File: src/rtl/cacheline_adaptor_pkg.sv
// cacheline_adaptor shared types and sizing.
// Beat count and counter width derive from line and beat widths.
package cacheline_adaptor_pkg;

  localparam int S_OFFSET = 5;
  localparam int S_LINE   = 256;
  localparam int S_BURST  = 64;

  typedef enum logic [1:0] {
    IDLE,
    READ,
    WRITE,
    DONE
  } state_e;

  function automatic int beats_of(int line_w, int burst_w);
    return line_w / burst_w;
  endfunction

  function automatic int cnt_w_of(int beats);
    return (beats > 1) ? $clog2(beats) : 1;
  endfunction

  localparam int BEATS = beats_of(S_LINE, S_BURST);
  localparam int CNT_W = cnt_w_of(BEATS);

endpackage

File: src/rtl/cacheline_adaptor_if.sv
// Line-request side and burst side of the adaptor.
// slave: the adaptor; master: requester plus memory.
interface cacheline_adaptor_if #(
  parameter int S_LINE  = 256,
  parameter int S_BURST = 64
);
  logic [31:0]        line_addr;
  logic               line_read;
  logic               line_write;
  logic [S_LINE-1:0]  line_wdata;
  logic [S_LINE-1:0]  line_rdata;
  logic               line_resp;
  logic [31:0]        burst_addr;
  logic               burst_read;
  logic               burst_write;
  logic [S_BURST-1:0] burst_wdata;
  logic [S_BURST-1:0] burst_rdata;
  logic               burst_resp;

  modport slave (
    input  line_addr, line_read, line_write,
    input  line_wdata, burst_rdata, burst_resp,
    output line_rdata, line_resp, burst_addr,
    output burst_read, burst_write, burst_wdata
  );

  modport master (
    output line_addr, line_read, line_write,
    output line_wdata, burst_rdata, burst_resp,
    input  line_rdata, line_resp, burst_addr,
    input  burst_read, burst_write, burst_wdata
  );
endinterface

File: src/rtl/burst_line_buffer.sv
// Line-wide register split into beats: parallel load,
// per-beat write at idx, beat-select read at sel.
module burst_line_buffer #(
  parameter int W  = 256,
  parameter int BW = 64,
  parameter int N  = 4,
  parameter int CW = 2
) (
  input  logic          clk,
  input  logic          rst,
  input  logic          load,
  input  logic [W-1:0]  load_data,
  input  logic          we,
  input  logic [CW-1:0] idx,
  input  logic [BW-1:0] wdata,
  input  logic [CW-1:0] sel,
  output logic [W-1:0]  line,
  output logic [BW-1:0] beat
);

  logic [N-1:0][BW-1:0] buf_q, buf_d;

  always_comb begin
    buf_d = buf_q;
    if (load) begin
      buf_d = load_data;
    end else if (we) begin
      buf_d[idx] = wdata;
    end
  end

  always_ff @(posedge clk) begin
    if (rst) begin
      buf_q <= '0;
    end else begin
      buf_q <= buf_d;
    end
  end

  assign line = buf_q;
  assign beat = buf_q[sel];

endmodule

File: src/rtl/cacheline_adaptor.sv
// Whole-line read/write requests carried out as fixed-length
// beat bursts; read beats reassembled into one line.
module cacheline_adaptor
  import cacheline_adaptor_pkg::*;
#(
  parameter int s_offset = S_OFFSET,
  parameter int s_line   = S_LINE,
  parameter int s_burst  = S_BURST
) (
  input logic             clk,
  input logic             rst,
  cacheline_adaptor_if.slave bus
);

  localparam int Beats = beats_of(s_line, s_burst);
  localparam int CntW  = cnt_w_of(Beats);
  localparam logic [CntW-1:0] Last = CntW'(Beats - 1);
  localparam logic [31:0] OffMask =
    32'((64'd1 << s_offset) - 64'd1);

  state_e               state_q, state_d;
  logic [CntW-1:0]      cnt_q, cnt_d;
  logic [31:0]          addr_q, addr_d;
  logic [s_line-1:0]    rdata_q, rdata_d;
  logic [s_line-1:0]    asm_line;
  logic [Beats-1:0][s_burst-1:0] merged;
  logic                 rd_we, wr_load;
  logic [s_burst-1:0]   wr_beat;
  logic [s_burst-1:0]   rd_beat_unused;
  logic [s_line-1:0]    wr_line_unused;

  burst_line_buffer #(
    .W(s_line), .BW(s_burst), .N(Beats), .CW(CntW)
  ) u_rd_buf (
    .clk(clk), .rst(rst),
    .load(1'b0), .load_data('0),
    .we(rd_we), .idx(cnt_q), .wdata(bus.burst_rdata),
    .sel(cnt_q),
    .line(asm_line), .beat(rd_beat_unused)
  );

  burst_line_buffer #(
    .W(s_line), .BW(s_burst), .N(Beats), .CW(CntW)
  ) u_wr_buf (
    .clk(clk), .rst(rst),
    .load(wr_load), .load_data(bus.line_wdata),
    .we(1'b0), .idx(cnt_q), .wdata('0),
    .sel(cnt_q),
    .line(wr_line_unused), .beat(wr_beat)
  );

  always_comb begin
    state_d = state_q;
    cnt_d   = cnt_q;
    addr_d  = addr_q;
    rdata_d = rdata_q;
    rd_we   = 1'b0;
    wr_load = 1'b0;
    // final line = assembled beats plus the one arriving now
    merged  = asm_line;
    merged[cnt_q] = bus.burst_rdata;
    unique case (state_q)
      IDLE: begin
        if (bus.line_write) begin
          state_d = WRITE;
          addr_d  = bus.line_addr & ~OffMask;
          cnt_d   = '0;
          wr_load = 1'b1;
        end else if (bus.line_read) begin
          state_d = READ;
          addr_d  = bus.line_addr & ~OffMask;
          cnt_d   = '0;
        end
      end
      READ: begin
        if (bus.burst_resp) begin
          rd_we = 1'b1;
          if (cnt_q == Last) begin
            state_d = DONE;
            rdata_d = merged;
          end else begin
            cnt_d = cnt_q + 1'b1;
          end
        end
      end
      WRITE: begin
        if (bus.burst_resp) begin
          if (cnt_q == Last) begin
            state_d = DONE;
          end else begin
            cnt_d = cnt_q + 1'b1;
          end
        end
      end
      DONE:    state_d = IDLE;
      default: state_d = IDLE;
    endcase
  end

  always_ff @(posedge clk) begin
    if (rst) begin
      state_q <= IDLE;
      cnt_q   <= '0;
      addr_q  <= '0;
      rdata_q <= '0;
    end else begin
      state_q <= state_d;
      cnt_q   <= cnt_d;
      addr_q  <= addr_d;
      rdata_q <= rdata_d;
    end
  end

  assign bus.burst_read  = (state_q == READ);
  assign bus.burst_write = (state_q == WRITE);
  assign bus.line_resp   = (state_q == DONE);
  assign bus.burst_addr  = addr_q;
  assign bus.burst_wdata = wr_beat;
  assign bus.line_rdata  = rdata_q;

endmodule

File: src/flat_wrapper.sv
// flat-port wrapper written by rule: the top's interface ports become plain ports
module cacheline_adaptor_flat import cacheline_adaptor_pkg::*;
#(
  parameter int s_offset = S_OFFSET,
  parameter int s_line   = S_LINE,
  parameter int s_burst  = S_BURST
)
  (clk, rst, bus_line_addr, bus_line_read, bus_line_write, bus_line_wdata, bus_burst_rdata, bus_burst_resp, bus_line_rdata, bus_line_resp, bus_burst_addr, bus_burst_read, bus_burst_write, bus_burst_wdata);
  cacheline_adaptor_if bus_i ();
  input logic clk;
  input logic rst;
  input wire logic [$bits(bus_i.line_addr)-1:0] bus_line_addr;
  input wire logic [$bits(bus_i.line_read)-1:0] bus_line_read;
  input wire logic [$bits(bus_i.line_write)-1:0] bus_line_write;
  input wire logic [$bits(bus_i.line_wdata)-1:0] bus_line_wdata;
  input wire logic [$bits(bus_i.burst_rdata)-1:0] bus_burst_rdata;
  input wire logic [$bits(bus_i.burst_resp)-1:0] bus_burst_resp;
  output wire logic [$bits(bus_i.line_rdata)-1:0] bus_line_rdata;
  output wire logic [$bits(bus_i.line_resp)-1:0] bus_line_resp;
  output wire logic [$bits(bus_i.burst_addr)-1:0] bus_burst_addr;
  output wire logic [$bits(bus_i.burst_read)-1:0] bus_burst_read;
  output wire logic [$bits(bus_i.burst_write)-1:0] bus_burst_write;
  output wire logic [$bits(bus_i.burst_wdata)-1:0] bus_burst_wdata;
  assign bus_i.line_addr = bus_line_addr;
  assign bus_i.line_read = bus_line_read;
  assign bus_i.line_write = bus_line_write;
  assign bus_i.line_wdata = bus_line_wdata;
  assign bus_i.burst_rdata = bus_burst_rdata;
  assign bus_i.burst_resp = bus_burst_resp;
  assign bus_line_rdata = bus_i.line_rdata;
  assign bus_line_resp = bus_i.line_resp;
  assign bus_burst_addr = bus_i.burst_addr;
  assign bus_burst_read = bus_i.burst_read;
  assign bus_burst_write = bus_i.burst_write;
  assign bus_burst_wdata = bus_i.burst_wdata;
  cacheline_adaptor #(.s_offset(s_offset), .s_line(s_line), .s_burst(s_burst)) u_core (.clk(clk), .rst(rst), .bus(bus_i));
endmodule
File: config.mk
export PLATFORM = sky130hd
export DESIGN_NAME = cacheline_adaptor_flat
export DESIGN_NICKNAME = d
export VERILOG_FILES = /design/src/rtl/cacheline_adaptor_pkg.sv /design/src/rtl/cacheline_adaptor_if.sv /design/src/rtl/burst_line_buffer.sv /design/src/rtl/cacheline_adaptor.sv /design/src/flat_wrapper.sv
export SDC_FILE = /design/constraint.sdc
export NUM_CORES = 2
export LEC_CHECK = 0
export ABC_AREA = 1
export BUFFER_PORTS_ARGS = -buffer_cell sky130_fd_sc_hd__buf_2
export CORE_MARGIN = 2
export CORE_UTILIZATION = 35
export DETAILED_ROUTE_END_ITERATION = 7
export PLACE_DENSITY = 0.67
export SYNTH_ARGS = -nofsm -noshare
export SYNTH_HDL_FRONTEND = slang
export SYNTH_SLANG_ARGS = --single-unit
export TNS_END_PERCENT = 20
File: constraint.sdc
create_clock -name clk -period 1.8 [get_ports clk]
set_input_delay 0.18 -clock clk [delete_from_list [all_inputs] [get_ports clk]]
set_output_delay 0.18 -clock clk [all_outputs]
set_load 0.02 [all_outputs]
==> flow_summary.json <==
{
  "status": "finished with violations",
  "violations": "DRC, setup timing",
  "yosysTopAreaCellShare": 0.4876,
  "drtIter0Drc": 3440,
  "path_max_fanout": 15,
  "max_stage_delay_ps": 420,
  "synth_top_cell_by_area": "dfxtp_1",
  "gp_congestion": 0.9309,
  "setup_violations": 66,
  "fillers": 7766,
  "overflow": 0,
  "post-route-util": 0.5183,
  "crit_path_top_delay_cell": "dfxtp_4",
  "synth_most_common_cell": "nor2_1",
  "yosysWarnings": 0,
  "startpoint_type": "register",
  "wirelength_mm": 121.4,
  "ios": 712,
  "die_width_um": 297.6,
  "fp.dieH_um": 297.6,
  "grt_pass1_vias": 31200,
  "grt_pass1_wl_mm": 174.7,
  "tightestPinTransition_ps": 1112,
  "tritoncts": "done",
  "synthFlopType": "dfxtp_1",
  "track_usage": 0.2457,
  "min_period_ps": 2219,
  "final_hold_viol_count": 0,
  "clockRootBuffer": "clkbuf_16",
  "avgSynthCellArea_um2": 7.127,
  "synthTopCellsByArea": "dfxtp_1 49%, nor2_1 13%, o21ai_0 13%",
  "leakagePower_nw": 18.46,
  "h-tree-depth": 3,
  "rsz0062_at_grt": "true",
  "drc_errors": 2,
  "synth_edf_count": 0,
  "criticalPathCategory": "register to output pin",
  "period_share": 1.233,
  "ir_drop_v": 0.0009240,
  "core_mm2": 0.08528,
  "crit_chain": "clkinv_4 -> buf_12 -> buf_16 -> o21ai_4 -> o22ai_4 -> buf_6",
  "arrival_ps": 2040,
  "synth_common_cells": "1,085 x nor2_1, 773 x o21ai_0, 735 x dfxtp_1",
  "clock-sinks": 735,
  "setup_tns_ps": -19200,
  "grt_max_degree": 179,
  "portBuffers": 701,
  "cts.clk_slew.worst_paths_ps": 50,
  "fin_area_mm2": 0.04420,
  "dp_hpwl_mm": 71.55,
  "async_flop_share": 0,
  "numCtsBuffers": 84,
  "clock_skew_ps": 45.33,
  "syn_to_final_growth_pct": 46.47,
  "cts_max_path_buffers": 3,
  "dr.pass1.iters": 8,
  "finalMaxSlewViolations": 0,
  "fin_nets": 5602,
  "path_delay_family": "buffers and inverters",
  "placed_area_mm2": 0.03553,
  "cp_num_buf_inv": 4,
  "insertion_delay_ps": 660,
  "vias": 33380,
  "cp_data_required_time_ps": 1620,
  "initial_utilization": 0.3538,
  "die-area_mm2": 0.08858,
  "yosysSeqAreaShare": 0.4876,
  "setup_ws_ps": -418.7,
  "slew_headroom": 0.2586,
  "ant_nets": 0,
  "drive_above_1_share": 0.2351,
  "endpoint_kind": "output pin",
  "via_per_inst": 5.178,
  "fmax_mhz": 450.7,
  "drv_cap": 0,
  "hp-class": "input pin to register",
  "synth_seq_cells": 735,
  "wire_per_inst_um": 18.84,
  "synth.distinct_cells": 21,
  "syn_inst": 4234,
  "finalPower_mw": 59.07,
  "netlist_area_mm2": 0.03018,
  "rows": 107,
  "antenna_found_initial": 10,
  "p_per_area_mw_per_mm2": 1336
}
==> placed cells by master (no fill, tap or decap), types with 4 or more instances in the layout <==
master         Yosys  layout
a21oi_1          256     250
a21oi_2            0       6
buf_12             0      64
buf_16             0      24
buf_2            155     638
buf_4             29     128
buf_6              6      39
clkbuf_1         147      22
clkbuf_16          0     107
clkbuf_8           0      13
clkinv_2           0       9
clkinv_4           0       4
conb_1             1       5
dfxtp_1          735     731
diode_2            0      10
dlygate4sd3_1      0     348
ha_4               0       6
inv_1            265     263
nand2_1          402     402
nand3_1          194     190
nand3_2            0       4
nor2_1          1085    1047
nor2_2             0      31
nor2_4             0       7
o21ai_0          773     619
o21ai_1           67     131
o21ai_2           21      99
o21ai_4            0      12
o22ai_1           64      35
o22ai_2            0      28
==> sequential cells by signal, indices dropped and copies added, names as in the netlist <==
| register | flops |
|---|---|
| u_core.state_q | 2 |
| u_core.u_wr_buf.line | 256 |
| u_core.bus.line_rdata | 256 |
| u_core.bus.burst_addr | 27 |
| u_core.u_rd_buf.line | 192 |
| u_core.cnt_q | 2 |
==> cell type report <==
type | instances | area [um2] | area share
sequential | 735 | 14730 | 0.3332
multi-input combinational | 2881 | 13690 | 0.3098
timing repair buffer | 1264 | 10590 | 0.2396
clock buffer | 121 | 2414 | 0.05461
tap | 1144 | 1431 | 0.03238
inverter | 270 | 1049 | 0.02372
clock inverter | 21 | 271.5 | 0.006143
antenna | 10 | 25.02 | 0.0005662
==> repair_timing <==
action                     in CTS  in global routing
setup buffers                   8                 24
hold buffers                  348                  0
pin swaps                      14                 41
setup endpoints to repair      67                451
cloned                          8                 21
gates resized for setup       196                312
hold endpoints to repair      645                  0
==> final timing paths <==
kind,start,end,slack (ps),cells past startpoint
hold / removal,bus_line_read,u_core.cnt_q[1]$_SDFFE_PP0P_,60,6
setup / recovery,u_core.cnt_q[0]$_SDFFE_PP0P_,bus_burst_wdata[44],-420,6
setup reg to reg,u_core.cnt_q[0]$_SDFFE_PP0P_,u_core.bus.line_rdata[90]$_SDFFE_PP0P_,-50,8
hold reg to reg,u_core.bus.line_rdata[199]$_SDFFE_PP0P_,u_core.bus.line_rdata[199]$_SDFFE_PP0P_,440,2
==> per-layer routing <==
metal	up-vias	routed length [um]	GRT usage
met5	-	13	0
met4	2	8704	0.1726
met3	536	9877	0.05010
met2	1625	53670	0.3816
met1	15470	49160	0.3048
li1	15740	-	-
==> report_power, final <==
group	switching (mW)	internal, mW	leakage, nW
registers	1.51	18.7	6.00
logic	13.1	8.86	11.1
clock network	7.17	9.76	1.31
total	21.7	37.3	18.5
==> through the flow <==
step | hold slack, ps | setup WS [ps] | instances
after detailed placement | 427.9 | -197.6 | 5886
after CTS | 13.16 | -385.0 | 6392
after global routing | 103.8 | -641.5 | 6445
after global placement | 421.9 | -167.0 | 5886
after floorplan | 328.8 | 10.99 | 4238
final | 56.80 | -418.7 | 6446
==> cell families after synthesis <==
logic type / share of synthesized area
adders and majority gates: 0.003732
buffers and inverters: 0.08923
DFF: 0.4876
other: 0.0001243
AOI/OAI and AO/OA: 0.2011
and+or+nand+nor: 0.2182
==> worst register-to-register path, stage by stage (launching register included) <==
cell	delay [ps]
dfxtp_4	380
buf_12	160
buf_6	130
ha_4	210
buf_6	140
buf_12	150
o21ai_0	330
nand3_1	140
a21oi_1	150
Note: power is estimated with default switching activity, not from simulation.
